==> config.mk <==
export PLATFORM = sky130hd
export DESIGN_NAME = vga_frame_grab
export DESIGN_NICKNAME = d
export VERILOG_FILES = /design/src/rtl/vga_pkg.sv /design/src/rtl/byte_fifo.sv /design/src/rtl/vga_frame_grab.sv
export SDC_FILE = /design/constraint.sdc
export NUM_CORES = 1
export LEC_CHECK = 0
export BUFFER_PORTS_ARGS = -buffer_cell sky130_fd_sc_hd__buf_2
export CAP_MARGIN = 25
export CORE_ASPECT_RATIO = 1.25
export CORE_MARGIN = 4
export CORE_UTILIZATION = 60
export CTS_CLUSTER_DIAMETER = 60
export DETAILED_ROUTE_END_ITERATION = 12
export GPL_TIMING_DRIVEN = 0
export PLACE_DENSITY_LB_ADDON = 0.2
export SYNTH_ARGS = -nofsm -noshare
export SYNTH_HDL_FRONTEND = slang
export SYNTH_SLANG_ARGS = --single-unit
==> constraint.sdc <==
create_clock -name clk -period 4.1 [get_ports clk]
set_clock_uncertainty 0.15 [all_clocks]
set_input_delay 0.615 -clock clk [delete_from_list [all_inputs] [get_ports clk]]
set_output_delay 0.615 -clock clk [all_outputs]
set_load 0.01 [all_outputs]
==> src/rtl/vga_pkg.sv <==
// Shared VGA pipeline types: pixel stream bundle, frame-grab states and window defaults.
package vga_pkg;

   typedef struct packed {
      logic [10:0] hcount;
      logic [10:0] vcount;
      logic [11:0] rgb;
   } vga_if_t;

   typedef enum logic [2:0] {
      IDLE,
      WAIT_FRAME,
      ARMED,
      CAPTURE,
      FLUSH
   } grab_state_t;

   localparam int unsigned GRAB_WIN_X      = 64;
   localparam int unsigned GRAB_WIN_Y      = 64;
   localparam int unsigned GRAB_WIN_W      = 256;
   localparam int unsigned GRAB_WIN_H      = 192;
   localparam int unsigned GRAB_THRESH     = 24;
   localparam int unsigned GRAB_FIFO_DEPTH = 32;

   // Dark pixels count as ink.
   function automatic logic ink_bit(input logic [11:0] rgb, input int unsigned thresh);
      logic [5:0] sum;
      sum = {2'b00, rgb[11:8]} + {2'b00, rgb[7:4]} + {2'b00, rgb[3:0]};
      return (32'(sum) < thresh);
   endfunction

endpackage

==> src/rtl/byte_fifo.sv <==
// Byte FIFO with a registered output stage; count includes the byte held at the output.
module byte_fifo #(
   parameter int unsigned DEPTH = 32
) (
   input  logic                       clk,
   input  logic                       rst,
   input  logic                       clear,
   input  logic                       wr_en,
   input  logic [7:0]                 wr_data,
   input  logic                       rd_ready,
   output logic                       rd_valid,
   output logic [7:0]                 rd_data,
   output logic [$clog2(DEPTH+1)-1:0] count
);

   localparam int unsigned PW = (DEPTH > 1) ? $clog2(DEPTH) : 1;
   localparam int unsigned CW = $clog2(DEPTH + 1);

   logic [7:0]    mem_q [DEPTH];
   logic [PW-1:0] wptr_q, rptr_q;
   logic [CW-1:0] mcnt_q;
   logic          out_valid_q;
   logic [7:0]    out_data_q;

   logic pop, load, wr_ok, from_mem, bypass, mem_wr;

   assign count    = mcnt_q + CW'(out_valid_q);
   assign pop      = out_valid_q && rd_ready;
   assign load     = !out_valid_q || pop;
   assign wr_ok    = wr_en && (count != CW'(DEPTH));
   assign from_mem = load && (mcnt_q != '0);
   // An empty FIFO forwards the write straight into the output register.
   assign bypass   = load && (mcnt_q == '0) && wr_ok;
   assign mem_wr   = wr_ok && !bypass;

   assign rd_valid = out_valid_q;
   assign rd_data  = out_data_q;

   always_ff @(posedge clk) begin
      if (!rst && !clear && mem_wr) begin
         mem_q[wptr_q] <= wr_data;
      end
   end

   always_ff @(posedge clk) begin
      if (rst || clear) begin
         wptr_q      <= '0;
         rptr_q      <= '0;
         mcnt_q      <= '0;
         out_valid_q <= 1'b0;
         out_data_q  <= '0;
      end else begin
         if (mem_wr) begin
            wptr_q <= wptr_q + PW'(1);
         end
         if (from_mem) begin
            out_data_q <= mem_q[rptr_q];
            rptr_q     <= rptr_q + PW'(1);
         end else if (bypass) begin
            out_data_q <= wr_data;
         end
         out_valid_q <= from_mem || bypass || (out_valid_q && !pop);
         mcnt_q      <= mcnt_q + CW'(mem_wr) - CW'(from_mem);
      end
   end

endmodule

==> src/rtl/vga_frame_grab.sv <==
// Captures one canvas window row per frame as 1-bit ink pixels, packed MSB-first into bytes.
module vga_frame_grab
   import vga_pkg::*;
#(
   parameter int unsigned WIN_X      = GRAB_WIN_X,
   parameter int unsigned WIN_Y      = GRAB_WIN_Y,
   parameter int unsigned WIN_W      = GRAB_WIN_W,
   parameter int unsigned WIN_H      = GRAB_WIN_H,
   parameter int unsigned THRESH     = GRAB_THRESH,
   parameter int unsigned FIFO_DEPTH = GRAB_FIFO_DEPTH
) (
   input  logic       clk,
   input  logic       rst,
   input  vga_if_t    vga_in,
   input  logic       cap_start,
   input  logic       cap_abort,
   output logic       busy,
   output logic       done,
   output logic [7:0] byte_data,
   output logic       byte_valid,
   input  logic       byte_ready
);

   localparam int unsigned BPR = WIN_W / 8;
   localparam int unsigned RW  = $clog2(WIN_H + 1);
   localparam int unsigned CW  = $clog2(FIFO_DEPTH + 1);

   grab_state_t   state_q, state_d;
   logic [RW-1:0] row_q, row_d;
   logic [2:0]    pix_q, pix_d;
   logic [7:0]    sr_q, sr_d;
   logic          push_q, push_d;
   logic          done_q, done_d;
   logic [CW-1:0] fifo_count;

   logic fs, row_line, at_first, at_last, ink, has_room, pop, drains, shift;

   assign fs       = (vga_in.vcount == '0) && (vga_in.hcount == '0);
   assign row_line = vga_in.vcount == 11'(WIN_Y + 32'(row_q));
   assign at_first = vga_in.hcount == 11'(WIN_X);
   assign at_last  = vga_in.hcount == 11'(WIN_X + WIN_W - 1);
   assign ink      = ink_bit(vga_in.rgb, THRESH);
   assign has_room = (FIFO_DEPTH - 32'(fifo_count)) >= BPR;
   assign pop      = byte_valid && byte_ready;
   // The FIFO will be empty after this edge and no packed byte is still on its way in.
   assign drains   = !push_q && ((fifo_count == '0) || ((fifo_count == CW'(1)) && pop));

   always_comb begin
      state_d = state_q;
      row_d   = row_q;
      pix_d   = pix_q;
      sr_d    = sr_q;
      push_d  = 1'b0;
      done_d  = 1'b0;
      shift   = 1'b0;
      unique case (state_q)
         IDLE: begin
            if (cap_start) begin
               row_d   = '0;
               pix_d   = '0;
               sr_d    = '0;
               state_d = WAIT_FRAME;
            end
         end
         WAIT_FRAME: begin
            if (fs && has_room) begin
               state_d = ARMED;
            end
         end
         ARMED: begin
            if (row_line && at_first) begin
               shift   = 1'b1;
               state_d = CAPTURE;
            end
         end
         CAPTURE: begin
            shift = 1'b1;
            if (at_last) begin
               row_d   = row_q + RW'(1);
               state_d = (row_q + RW'(1) == RW'(WIN_H)) ? FLUSH : WAIT_FRAME;
            end
         end
         FLUSH: begin
            if (drains) begin
               done_d  = 1'b1;
               state_d = IDLE;
            end
         end
         default: state_d = IDLE;
      endcase
      if (shift) begin
         sr_d  = {sr_q[6:0], ink};
         pix_d = pix_q + 3'd1;
         if (pix_q == 3'd7) begin
            push_d = 1'b1;
         end
      end
      if (cap_abort) begin
         state_d = IDLE;
         row_d   = '0;
         pix_d   = '0;
         sr_d    = '0;
         push_d  = 1'b0;
         done_d  = 1'b0;
      end
   end

   always_ff @(posedge clk) begin
      if (rst) begin
         state_q <= IDLE;
         row_q   <= '0;
         pix_q   <= '0;
         sr_q    <= '0;
         push_q  <= 1'b0;
         done_q  <= 1'b0;
      end else begin
         state_q <= state_d;
         row_q   <= row_d;
         pix_q   <= pix_d;
         sr_q    <= sr_d;
         push_q  <= push_d;
         done_q  <= done_d;
      end
   end

   byte_fifo #(
      .DEPTH(FIFO_DEPTH)
   ) u_fifo (
      .clk      (clk),
      .rst      (rst),
      .clear    (cap_abort),
      .wr_en    (push_q),
      .wr_data  (sr_q),
      .rd_ready (byte_ready),
      .rd_valid (byte_valid),
      .rd_data  (byte_data),
      .count    (fifo_count)
   );

   assign busy = (state_q != IDLE);
   assign done = done_q;

endmodule

Word-level counts from Yosys, hierarchy flattened
Memories as Yosys holds them, arrays and structs flattened. A register that Yosys moved wholly into a read port is not among the register bits. Cells that the tools add are included.

Bits in registers: 49. Memory bits (writable): 256. Bits of input ports: 39. Output and inout bits: 11. Word-level logic and storage cells: 110. Memories kept: 1.

Memories: u_fifo.mem_q (depth 32, bits a word 8, read ports 1, clocked after Yosys merged registers in 1, write ports 1, RTL line byte_fifo.sv:19) `logic [7:0] mem_q [DEPTH];`.

$add $sub $neg: 11. Magnitude comparators: 2. Equal/unequal tests: 16. Muxes and demuxes: 25. Bitwise logic cells: 2. Reductions and logical operators: 42.

Operators with widths (number): 8-bit 2-to-1 mux (6); 32-bit by 6-bit >= comparator with 1-bit output (second input constant) (1); 3-bit 2-to-1 mux (9); 11-bit zero test (2); 8-bit one-hot mux with 2 select lines (1); 3-bit one-hot mux with 5 select lines (1); 1-bit logical AND (14); 6-bit by 1-bit adder with 6-bit output (2); 6-bit zero test (2); 11-bit by 7-bit == test with 1-bit output (second input constant) (1); 11-bit by 9-bit == test with 1-bit output (1); 11-bit by 9-bit == test with 1-bit output (second input constant) (1); 5-bit by 1-bit adder with 5-bit output (second input constant) (2); 5-bit 2-to-1 mux (2); 2-bit inequality test (second input constant) (5); 7-bit by 8-bit adder with 9-bit output (first input constant) (1); 8-bit by 1-bit adder with 8-bit output (second input constant) (1); 8-bit == test (second input constant) (1); 2-bit nonzero test (4); 6-bit by 6-bit subtractor with 7-bit output (first input constant) (1); 5-bit by 4-bit adder with 6-bit output (1); 3-bit by 2-bit == test with 1-bit output (second input constant) (2); 3-bit == test (second input constant) (2); 6-bit by 1-bit == test with 1-bit output (second input constant) (1); other kinds (19) (34).

Depth between registers and ports, before layout
Gate-level depths: netlist of the first run.

Depth in word-level cells: 9. Depth in mapped cells: 16. Gate-level depth less buffers: 14.

By module
Synthesis of the first run repeated with hierarchy kept, for this count alone.

Cells, all modules: 802. Area total of the unflattened synthesis: 13053.8 µm².

By module, submodules not included: byte_fifo (instances 1, cells each 609, area each 11464.7 µm², seq. area each 8287.9 µm²); vga_frame_grab (instances 1, cells each 193, area each 1589.0 µm², seq. area each 480.5 µm²).

Least setup slack after synthesis of the first run
OpenSTA, ideal clock, no wires.

Path kind: reg-to-reg. Start: reg u_fifo.mcnt_q[2]. End: reg u_fifo.mcnt_q[4]. Library setup time: 128 ps. Data arrival time: 2874 ps. Data required time: 3822 ps. Path slack: 948 ps. Stages on the path, launching flop included: 17. Path buffers: 2. Clock period less this slack: 3152 ps. Cell sequence: dfxtp_1 -> inv_1 -> ha_1 -> nor4bb_1 -> clkbuf_1 -> nand2b_1 -> buf_2 -> inv_1 -> ha_1 -> inv_1 -> ha_1 -> fa_1 -> a21oi_1 -> nor2_1 -> nor2_1 -> xor2_1 -> nor2_1.

Elaborated cells between the ends (all ways): 12. Those cells by class: add/sub (3); eq/ne (1); reduce/logical (8).

RTL lines: start, declared (RTL line byte_fifo.sv:21) `logic [CW-1:0] mcnt_q;`; start signal, assigned (RTL line byte_fifo.sv:63) `mcnt_q <= mcnt_q + CW'(mem_wr) - CW'(from_mem);`; 6-bit nonzero test (RTL line byte_fifo.sv:31) `assign from_mem = load && (mcnt_q != '0);`; 1-bit logical AND (RTL line byte_fifo.sv:31); via u_fifo.from_mem (RTL line byte_fifo.sv:25) `logic pop, load, wr_ok, from_mem, bypass, mem_wr;`; 6-bit by 1-bit subtractor with 6-bit output (RTL line byte_fifo.sv:63).

The timed path passes the listed nets, and every way through them passes these cells. A chain may end at the register's enable or synchronous reset.

Final worst setup path of the first run
Start: reg u_fifo.mcnt_q[2]. End: mem u_fifo.mem_q[30][3], enable pin.

Cells in the longest elaborated chain, start to end: 9. Elaborated cells between the ends (all ways): 11. Those cells by class: add/sub (1); eq/ne (1); mux (2); reduce/logical (7).

RTL lines: 6-bit by 1-bit adder with 6-bit output (RTL line byte_fifo.sv:27) `assign count = mcnt_q + CW'(out_valid_q);`; 6-bit inequality test (RTL line byte_fifo.sv:30) `assign wr_ok = wr_en && (count != CW'(DEPTH));`; 1-bit logical AND (RTL line byte_fifo.sv:30); 1-bit logical AND (RTL line byte_fifo.sv:33) `assign bypass = load && (mcnt_q == '0) && wr_ok;`; 1-bit zero test (RTL line byte_fifo.sv:34) `assign mem_wr = wr_ok && !bypass;`; 1-bit logical AND * (RTL line byte_fifo.sv:34); 1-bit logical AND * (RTL line byte_fifo.sv:40) `if (!rst && !clear && mem_wr) begin`; 1-bit 2-to-1 mux * (RTL line byte_fifo.sv:40); 1-bit 2-to-1 mux (implied by the code) * (RTL line byte_fifo.sv:41) `mem_q[wptr_q] <= wr_data;`; end, declared (RTL line byte_fifo.sv:19).

Mark *: on every way between the ends. The rest lies on a longest branch, timed or not.

==> results.tsv, run 1 <==
stage	metric	value	unit
timing	setup_viol	0	
clocking	clock-sinks	310	
setup_path	r2r_start	u_fifo.mcnt_q[2]	
finish	final_cell_mix	edfxtp_1 (256), nor2_1 (65), mux4_2 (64)	
placed_design	dp_hpwl	19300	um
grt	first_global_vias	7892	
yosys	yosys-top-cells-area	edfxtp_1 (59%), mux4_2 (11%), dfxtp_1 (8.3%)	
setup_path	endpoint_kind	flip-flop	
pwr	power-per-cell-area	507	mW/mm^2
setup_path	crit_path_max_incr_delay	0.89	ns
yosys	synth_cell_type_count	62	
route	drt_iter0_markers	897	
timing	tightestPinTransition	0.928	ns
finish	drive_above_1_share	21.5	%
finish	fin_nets	956	
grt	grt_max_degree	36	
clocking	clock_latency	0.54	ns
yosys	syn_inst	800	
timing	fin_crit_sh	95.7	%
route	dr.pass1.iters	7	
finish	antenna_cells	0	
worst_hold_path	hp-class	reg -> reg	
die	die-area	0.0241	sq mm
route	drc	0	
die	die_y	173	um
route	detail_route.wirelength	28500	um
timing	setup-tns-final	0	ns
yosys	async_reset_ff_share	0	%
yosys	yosys.area.top_type	edfxtp_1	
route	ant_nets	0	
grt	grt_pass1_wl	44000	um
clocking	clk_pin_slew	0.06	ns
timing	max_slew_margin	37.9	%
timing	drv_slew	0	
setup_path	worstSetupPathType	reg -> reg	
grt	antenna_found_initial	0	
placed_design	io_buffers	49	
yosys	syn_nets	868	
die	start_util	61.8	%
clocking	cts_tree	yes	
timing	final.setup.worst_slack	0.178	ns
route	avgRoutedWirePerCell	24.1	um
yosys	syn_area	0.0130	sq mm
worst_hold_path	min_from	pix_q[2]	
setup_path	startpoint_type	flip-flop	
clocking	numCtsBuffers	29	
die	core-area	0.0210	sq mm
clocking	cts_hold_buffers	0	
setup_path	crit_chain	inv_1, ha_1, nor4bb_1, clkbuf_1, and2_1, a311oi_1, buf_2, nand3_1, nor2_1	
setup_path	cp_max_fo	10	
setup_path	slowest_stage	nor2_1	
die	rows	59	
timing	finalHoldViolCount	0	
yosys	ys.flop_type	edfxtp_1	
clocking	root_buffer	clkbuf_16	
setup_path	worstPathRequired	4.11	ns
grt	grt_usage	23.4	%
timing	rsz0062_at_grt	false	
finish	final_common_cell	edfxtp_1	
setup_path	worstPathArrival	3.93	ns
grt	grt.overflow.total	0	
timing	post-route-min-period	3.92	ns
clocking	cts_setup_buffers	0	
outcome	status	finished, final reports clean	
run	cap_violations	0	
clocking	cts_resized	0	
placed_design	routabilityCongestion	0.891	
yosys	ys_warn_count	0	
route	viasPerCell	6.32	
setup_path	crit_start	u_fifo.mcnt_q[2]	
clocking	cts_max_path_buffers	3	
yosys	syn_area_per_cell	16.2	sq um
yosys	synth_edf_count	256	
route	vias	7489	
finish	syn2layout_area_growth	13.0	%
placed_design	dp_slack	0.232	ns
die	ios	50	
die	die_w	140	um
clocking	htree_levels	1	
yosys	synth-seq-cells	310	
pwr	leakagePower	4.61	nW
timing	max_freq	255	MHz
yosys	ys_seq_area_share	67.5	%
yosys	synth_top_area_share	59.2	%
pwr	ir_drop	0.000630	V
-- kinds of logic after synthesis --
group / share of synthesized area (%)
adder cells (fa/ha/maj): 3.02
flip-flops: 67.5
buffers and inverters: 2.18
multiplexers: 13.1
AO/OA/AOI/OAI: 5.39
AND/OR/NAND/NOR: 7.14
XOR/XNOR: 1.68
-- cells in the mapped netlist, drive strengths merged, types with 10 or more instances --
master	count
a22oi	10
dfxtp	54
inv	19
mux2i	25
edfxtp	256
o21ai	19
nand3b	15
ha	25
mux4	64
nand2	28
buf	24
xnor2	17
nand3	14
a21oi	37
clkbuf	19
nor2	65
-- through the flow --
stage	hold slack, ns	utilization, %	instances	total power [mW]	cell area, sq um
floorplan	0.310	-	800	4.52	13000
global placement	0.325	64.6	1123	4.82	13600
detailed placement	0.345	65.0	1128	4.89	13700
CTS	0.356	69.4	1182	7.45	14600
global route	0.383	69.8	1185	7.74	14700
finish	0.352	69.8	1185	7.44	14700
-- area by class of cell --
type	count	area [sq um]
timing repair buffer	57	428
buffer	43	211
clock buffer	32	737
clock inverter	22	184
inverter	19	71.3
sequential	310	8770
fill	1349	6350
tap	274	343
multi-input combinational	428	3940
-- flip-flops by register name (all words and copies together) (netlist names), named ones only --
signal           count
done                 1
pix_q                3
push_q               1
row_q                8
sr_q                 8
state_q              3
u_fifo.mcnt_q        6
u_fifo.mem_q       256
u_fifo.rd_data       8
u_fifo.rd_valid      1
u_fifo.rptr_q        5
u_fifo.wptr_q        5
-- layer usage --
layer | up-vias | track usage [%] | part of all wire (%)
li1 | 3317 | - | -
met1 | 3781 | 30.4 | 38
met2 | 337 | 41.5 | 53
met3 | 54 | 3.40 | 7.2
met4 | 0 | 6.95 | 2.5
met5 | - | 0 | 0
-- critical path: cells and delay by family, from the launching register on --
kind	cells	cell delay, ns
AOI/OAI and AO/OA	1	0.35
adders and majority gates	1	0.20
buffers and inverters	3	0.68
DFF	1	0.44
and+or+nand+nor	4	1.73
-- power breakdown --
group	leakage, nW	internal, mW	switching (mW)	total (mW)
Sequential	2.66	3.43	0.0635	3.50
Clock	0.455	1.48	1.11	2.60
Combinational	1.50	0.545	0.803	1.35
-- path summary, 6_finish.rpt --
kind                                             to  slack [ns]  cells past startpoint
worst max-delay path            u_fifo.mem_q[30][3]        0.18                      9
worst min-delay path                       pix_q[2]        0.35                      2
worst max register to register  u_fifo.mem_q[30][3]        0.18                      9
worst min register to register             pix_q[2]        0.35                      2
No activity file was read; power rests on OpenSTA's default activity.
==> run 2: changes to the inputs <==
Settings changed: ABC_AREA set to 1.
==> run 2 against run 1 <==
  * Clock-buffer cell count increased by 7
  * Largest cell class unchanged
  * Die area rose by 5.1%
  * Non-clock buffer count grew 23
  * Sequential cell count is the same
  * First-iteration DRC count increased by 31%
  * Cell area is 5.5% higher
  * Synthesized cell count increased by 70%
  * Critical endpoint is now u_fifo.mem_q[27][7]
  * Wire length grew 27%
  * Highest routed layer unchanged
==> results.tsv, run 2 <==
stage	metric	value	unit	change
timing	fin_crit_sh	79.6	%	was 95.7%
yosys	syn_area_per_cell	10.1	sq um	was 16.2 sq um
yosys	synth_top_area_share	56.1	%	was 59.2%
timing	setup-tns-final	0	ns	unchanged
yosys	syn_inst	1360		was 800
die	ios	50		unchanged
route	detail_route.wirelength	36200	um	was 28500 um
grt	first_global_vias	10060		was 7892
setup_path	ff2ff_path_depth	13		was 9
route	vias	10456		was 7489
timing	post-route-min-period	3.26	ns	was 3.92 ns
placed_design	io_buffers	49		unchanged
finish	regMostFlops	u_fifo.mem_q		unchanged
pwr	ir_drop	0.000410	V	was 0.000630 V
setup_path	startpoint_type	flip-flop		unchanged
placed_design	routabilityCongestion	0.938		was 0.891
timing	max_slew_margin	25.2	%	was 37.9%
clocking	clk_pin_slew	0.07	ns	was 0.06 ns
yosys	ys.flop_type	edfxtp_1		unchanged
timing	finalHoldViolCount	0		unchanged
die	die-area	0.0253	sq mm	was 0.0241 sq mm
route	ant_nets	0		unchanged
clocking	numCtsBuffers	29		unchanged
yosys	syn_nets	1428		was 868
yosys	synth_edf_count	256		unchanged
finish	fin_nets	1519		was 956
yosys	yosys.area.top_type	edfxtp_1		unchanged
setup_path	crit_start	u_fifo.rd_valid		was u_fifo.mcnt_q[2]
route	drt_iter0_markers	1174		was 897
clocking	cts_tree	yes		unchanged
die	rows	61		was 59
pwr	power_switching_share	32.5	%	was 26.6%
route	drc	0		unchanged
clocking	htree_levels	1		unchanged
die	die_y	177	um	was 173 um
clocking	clock-sinks	310		unchanged
grt	grt.overflow.total	0		unchanged
yosys	synth_common_cells	nand2_1 (399), edfxtp_1 (256), nand3_1 (212)		was edfxtp_1 (256), nor2_1 (65), mux4_2 (64)
setup_path	path_common_cell	nand2_2		
grt	grt_usage	29.0	%	was 23.4%
timing	setup_viol	0		unchanged
yosys	synthMuxAreaShare	0	%	was 13.1%
yosys	yosys-top-cells-area	edfxtp_1 (56%), nand2_1 (11%), dfxtp_1 (7.9%)		was edfxtp_1 (59%), mux4_2 (11%), dfxtp_1 (8.3%)
pwr	power-per-cell-area	540	mW/mm^2	was 507 mW/mm^2
placed_design	dp_hpwl	25100	um	was 19300 um
setup_path	r2r_start	u_fifo.rd_valid		was u_fifo.mcnt_q[2]
yosys	synth-simple-area-share	23.5	%	was 7.14%
finish	syn2layout_area_growth	13.1	%	was 13.0%
timing	tightestPinTransition	1.12	ns	was 0.928 ns
pwr	power_frac_seq	41.8	%	was 47.0%
setup_path	worstPathArrival	3.27	ns	was 3.93 ns
setup_path	worstSetupPathType	reg -> reg		unchanged
yosys	ys_warn_count	0		unchanged
finish	final_common_cell	nand2_1		was edfxtp_1
clocking	clock_latency	0.54	ns	about the same
yosys	synth_top_family_by_area	simple AND/OR/NAND/NOR gates		was multiplexers
pwr	p_comb_share	26.1	%	was 18.1%
clocking	cts_max_path_buffers	3		unchanged
grt	grt_max_degree	27		was 36
placed_design	dp_slack	0.656	ns	was 0.232 ns
yosys	synth-seq-cells	310		unchanged
setup_path	worst-path-buf-inv	2		was 3
clocking	cts_hold_buffers	0		unchanged
setup_path	rrSetupSlack	0.84	ns	was 0.18 ns
setup_path	crit_family	simple AND/OR/NAND/NOR gates		unchanged
route	avgRoutedWirePerCell	20.6	um	was 24.1 um
setup_path	crit_path_end	u_fifo.mem_q[27][7]		was u_fifo.mem_q[30][3]
yosys	yosysMostFrequentCell	nand2_1		was edfxtp_1
yosys	synth-xor-area-share	0	%	was 1.68%
yosys	ys_seq_area_share	64.0	%	was 67.5%
yosys	synth_cell_type_count	36		was 62
setup_path	slowest_stage	nor2_1		unchanged
finish	antenna_cells	0		unchanged
yosys	synth_fa_ha_area_share	2.87	%	was 3.02%
setup_path	crit_chain	ha_1, ha_1, inv_1, nand2_1, nand3_1, nor2_1, nand2_2, nand2_2, nor2_4, nand2_1, inv_2, nand2_2, nor2_1		was inv_1, ha_1, nor4bb_1, clkbuf_1, and2_1, a311oi_1, buf_2, nand3_1, nor2_1
finish	nFillCells	1623		was 1349
die	core-area	0.0224	sq mm	was 0.0210 sq mm
grt	top_usage_layer	met2		unchanged
setup_path	crit_path_max_incr_delay	0.87	ns	was 0.89 ns
pwr	clock_power_share	32.2	%	was 34.9%
grt	grt_pass1_wl	55400	um	was 44000 um
timing	final.setup.worst_slack	0.837	ns	was 0.178 ns
clocking	root_buffer	clkbuf_16		unchanged
route	dr.pass1.iters	5		was 7
pwr	leakagePower	6.21	nW	was 4.61 nW
timing	drv_slew	0		unchanged
setup_path	worstPathRequired	4.11	ns	about the same
run	cap_violations	0		unchanged
clocking	cts_resized	0		unchanged
grt	use_met3	3.54	%	was 3.40%
clocking	cts_setup_buffers	0		unchanged
timing	max_freq	306	MHz	was 255 MHz
yosys	async_reset_ff_share	0	%	unchanged
die	start_util	61.2	%	was 61.8%
yosys	syn_area	0.0137	sq mm	was 0.0130 sq mm
die	die_w	143	um	was 140 um
grt	antenna_found_initial	0		unchanged
timing	rsz0062_at_grt	false		unchanged
grt	met2_usage	50.6	%	was 41.5%
setup_path	endpoint_kind	flip-flop		unchanged
worst_hold_path	hold_depth	4		was 2
finish	largest_register_ffs	256		unchanged
setup_path	cp_max_fo	8		was 10
pwr	p_int	5.65	mW	was 5.46 mW
route	viasPerCell	5.95		was 6.32
setup_path	worstReg2RegEnd	u_fifo.mem_q[27][7]		was u_fifo.mem_q[30][3]
finish	drive_above_1_share	12.2	%	was 21.5%
finish	final_cell_mix	nand2_1 (399), edfxtp_1 (256), nand3_1 (212)		was edfxtp_1 (256), nor2_1 (65), mux4_2 (64)
worst_hold_path	hp-class	in -> reg		was reg -> reg
outcome	status	finished, final reports clean		unchanged
setup_path	cp_num_cells	13		was 9
grt	grt_use_met1	36.3	%	was 30.4%
yosys	synth_compound_area_share	5.10	%	was 5.39%
pwr	power_switching	2.72	mW	was 1.98 mW
## run 2: cell families after synthesis
kind of cell	after synthesis
and+or+nand+nor	756
DFF	310
buffers and inverters	137
AOI/OAI and AO/OA	128
adders and majority gates	29
## run 2: worst min path at each step
stage / endpoint / startpoint
final: row_q[0] / vga_in[32]
after global routing: flip-flop / u_fifo.rptr_q[4]
after CTS: row_q[0] / vga_in[33]
after detailed placement: u_fifo.rptr_q[2] / u_fifo.rptr_q[2]
after global placement: u_fifo.rptr_q[4] / u_fifo.rptr_q[4]
after floorplan: flip-flop / u_fifo.rptr_q[2]
## run 2: worst register-to-register path, stage by stage (launching register included)
cell	delay, ns
dfxtp_1	0.34
ha_1	0.26
ha_1	0.24
inv_1	0.06
nand2_1	0.06
nand3_1	0.11
nor2_1	0.06
nand2_2	0.10
nand2_2	0.08
nor2_4	0.18
nand2_1	0.10
inv_2	0.14
nand2_2	0.14
nor2_1	0.88
## run 2: cell type report
cell class | count | area (sq um) | area share (%)
Sequential cell | 310 | 8770 | 56.6
Multi-Input combinational cell | 913 | 4300 | 27.8
Clock buffer | 39 | 857 | 5.53
Timing Repair Buffer | 60 | 479 | 3.09
Tap cell | 283 | 354 | 2.28
Buffer | 63 | 347 | 2.24
Inverter | 74 | 278 | 1.79
Clock inverter | 14 | 110 | 0.710
## run 2: per-stage QoR
stage	hold slack, ns	cell area, sq um	util [%]	power, mW	std cells
after floorplan	0.297	13700	-	5.02	1360
after global placement	0.318	14300	63.9	5.64	1692
after detailed placement	0.328	14500	64.9	5.70	1700
after CTS	0.326	15500	69.2	8.34	1753
after global routing	0.356	15500	69.3	8.75	1756
final	0.334	15500	69.3	8.37	1756
## run 2: power by group through the flow
stage | logic, mW | clock network (mW) | registers (mW)
2_1_floorplan | 1.46 | 0 | 3.56
3_3_place_gp | 2.08 | 0 | 3.56
3_5_place_dp | 2.13 | 0 | 3.56
4_1_cts | 2.15 | 2.69 | 3.50
5_1_grt | 2.42 | 2.83 | 3.50
6_report | 2.18 | 2.69 | 3.50
## run 2: routing by layer
metal	up-vias	share of wire, %
met5	-	0
met4	0	4.7
met3	123	9.1
met2	611	50
met1	4877	36
li1	4845	-
==> run 3: changes to the inputs <==
Settings changed: ABC_AREA 1 to 0, CORE_UTILIZATION 60 to 56.
Clock period 4.1 ns to 2.6 ns, I/O delays scaled along.
==> run 3 against run 2 <==
  * Worst setup slack got worse by 0.98 ns
  * Sequential share of layout area shrank 2.4 points
  * Cell area is 4.7% higher
  * Critical endpoint is now u_fifo.mcnt_q[4]
  * Register-to-register slack got worse by 0.98 ns
  * Via count down 25%
  * Global-route usage shrank 4.2 points
  * The run now ends with negative setup slack left
  * Fmax grew 19%
  * Die area up 1.6%
  * Utilization increased by 1.6 points
  * Non-clock buffer count grew 43
  * Clock-buffer cell count fell by 2
  * Critical path type unchanged
==> results.tsv, run 3 (synthesis results as in run 1) <==
stage	metric	value	unit	change
placed_design	dp_hpwl	20100	um	was 25100 um
grt	grt_pass1_wl	48000	um	was 55400 um
timing	final.setup.worst_slack	-0.139	ns	was 0.837 ns
clocking	htree_levels	1		unchanged
clocking	cts_max_path_buffers	3		unchanged
worst_hold_path	hp-class	in -> reg		unchanged
grt	top_usage_layer	met2		unchanged
finish	antenna_cells	0		unchanged
placed_design	routabilityCongestion	0.918		was 0.938
die	start_util	56.8	%	was 61.2%
clocking	numCtsBuffers	30		was 29
finish	fin_nets	1023		was 1519
finish	drive_above_1_share	34.5	%	was 12.2%
die	core-area	0.0229	sq mm	was 0.0224 sq mm
pwr	clock_power_share	32.7	%	was 32.2%
grt	grt_usage	24.8	%	was 29.0%
route	detail_route.wirelength	31600	um	was 36200 um
route	ant_nets	0		unchanged
finish	regMostFlops	u_fifo.mem_q		unchanged
grt	use_met3	3.33	%	was 3.54%
timing	post-route-min-period	2.74	ns	was 3.26 ns
outcome	status	finished, violations left		was finished, final reports clean
timing	rsz0062_at_grt	true		was false
die	die_y	178	um	was 177 um
setup_path	crit_path_max_incr_delay	0.37	ns	was 0.87 ns
setup_path	endpoint_kind	flip-flop		unchanged
placed_design	io_buffers	49		unchanged
pwr	p_comb_share	24.1	%	was 26.1%
setup_path	startpoint_type	flip-flop		unchanged
clocking	clk_pin_slew	0.07	ns	about the same
setup_path	worstPathArrival	3.01	ns	was 3.27 ns
grt	grt_max_degree	36		was 27
outcome	failed_checks	negative setup slack		
grt	grt_use_met1	31.0	%	was 36.3%
timing	setup_viol	180		was 0
setup_path	worstSetupPathType	reg -> reg		unchanged
setup_path	crit_chain	ha_4, ha_4, xor2_4, nor3_4, a311oi_4, buf_4, ha_4, fa_2, a21oi_2, nor2_1, nor2_1, xor2_1, nor2_1		was ha_1, ha_1, inv_1, nand2_1, nand3_1, nor2_1, nand2_2, nand2_2, nor2_4, nand2_1, inv_2, nand2_2, nor2_1
timing	drv_slew	0		unchanged
pwr	power_switching	3.53	mW	was 2.72 mW
pwr	leakagePower	5.13	nW	was 6.21 nW
clocking	clock_latency	0.55	ns	was 0.54 ns
timing	whs	0.0492	ns	was 0.334 ns
grt	antenna_found_initial	0		unchanged
route	avgRoutedWirePerCell	25.0	um	was 20.6 um
route	vias	7846		was 10.5k
timing	max_slew_margin	47.3	%	was 25.2%
route	drc	0		unchanged
finish	nFillCells	1359		was 1623
route	viasPerCell	6.19		was 5.95
grt	first_global_vias	8333		was 10.1k
finish	final_cell_mix	edfxtp_1 (256), mux4_2 (64), buf_2 (59)		was nand2_1 (399), edfxtp_1 (256), nand3_1 (212)
die	ios	50		unchanged
finish	largest_register_ffs	256		unchanged
die	die-area	0.0257	sq mm	was 0.0253 sq mm
finish	multiInputGateArea	0.00444	sq mm	was 0.00430 sq mm
pwr	ir_drop	0.000803	V	was 0.000410 V
run	cap_violations	0		unchanged
clocking	root_buffer	clkbuf_16		unchanged
die	rows	62		was 61
clocking	cts_tree	yes		unchanged
timing	tightestPinTransition	0.789	ns	was 1.12 ns
grt	met2_usage	44.9	%	was 50.6%
timing	max_freq	365	MHz	was 306 MHz
finish	final_common_cell	edfxtp_1		was nand2_1
pwr	power-per-cell-area	789	mW/mm^2	was 540 mW/mm^2
die	die_w	144	um	was 143 um
pwr	power_frac_seq	43.3	%	was 41.8%
setup_path	slowest_stage	fa_2		was nor2_1
finish	syn2layout_area_growth	24.9	%	was 13.1%
route	drt_iter0_markers	739		was 1174
clocking	clock-sinks	310		unchanged
timing	fin_crit_sh	105	%	was 79.6%
setup_path	worstPathRequired	2.87	ns	was 4.11 ns
route	dr.pass1.iters	5		unchanged
setup_path	cp_max_fo	3		was 8
grt	grt.overflow.total	0		unchanged
pwr	power_switching_share	27.6	%	was 32.5%
pwr	p_int	9.27	mW	was 5.65 mW
finish	utilization	70.9	%	was 69.3%
timing	finalHoldViolCount	0		unchanged
finish	final-seq-area	0.00879	sq mm	was 0.00877 sq mm
[run 3: area by class of cell]
cell class	instances	area share, %
Buffer	39	1.24
Clock buffer	37	5.10
Clock inverter	19	0.755
Inverter	19	0.501
Multi-Input combinational cell	428	27.4
Sequential cell	310	54.2
Tap cell	288	2.22
Timing Repair Buffer	127	8.67
[run 3: per-stage QoR]
stage          TNS [ns]  cells  setup slack (ns)  power, mW  cell area [sq um]
6_report          -5.18   1267            -0.139       12.8              16200
5_1_grt          -28.28   1267            -0.289       13.3              16200
4_1_cts           -2.82   1258            -0.236       12.6              16000
3_5_place_dp     -91.60   1143            -0.573       7.96              14100
3_3_place_gp     -78.30   1137            -0.463       7.85              14000
2_1_floorplan    -0.343    800            -0.200       7.34              13400
[run 3: final timing paths]
path | from | endpoint | slack [ns] | cells after the start
hold / removal | rst | state_q[0] | 0.05 | 4
setup / recovery | u_fifo.rd_valid | u_fifo.mcnt_q[4] | -0.14 | 13
hold reg to reg | pix_q[2] | pix_q[2] | 0.35 | 2
setup reg to reg | u_fifo.rd_valid | u_fifo.mcnt_q[4] | -0.14 | 13
[run 3: metal layers]
layer  wire length [um]  share of wire (%)
met5                  0                  0
met3               1900                6.0
met2              17000                 54
met1              11800                 37
met4                985                3.1
[run 3: power by group through the flow]
stage               clock [mW]  combinational [mW]  sequential [mW]
floorplan                    0                1.72             5.62
global placement             0                2.23             5.62
detailed placement           0                2.33             5.63
CTS                       4.19                2.88             5.53
global route              4.46                3.32             5.55
finish                    4.18                3.08             5.54
[run 3: worst max-delay path, delay by kind of cell, from the launching register on]
kind | cells | cell delay [ns]
flip-flops | 1 | 0.36
XOR/XNOR | 2 | 0.31
AND/OR/NAND/NOR | 4 | 0.46
buffers and inverters | 1 | 0.17
adder cells (fa/ha/maj) | 4 | 0.89
AO/OA/AOI/OAI | 2 | 0.27
[run 3: timing repair]
item	4_1_cts	5_1_grt
pin swaps	47	20
endpoints found under the hold margin	0	0
hold buffers	0	0
setup endpoints to repair	265	279
cloned	1	0
gates resized for setup	32	19
buffers inserted	58	11
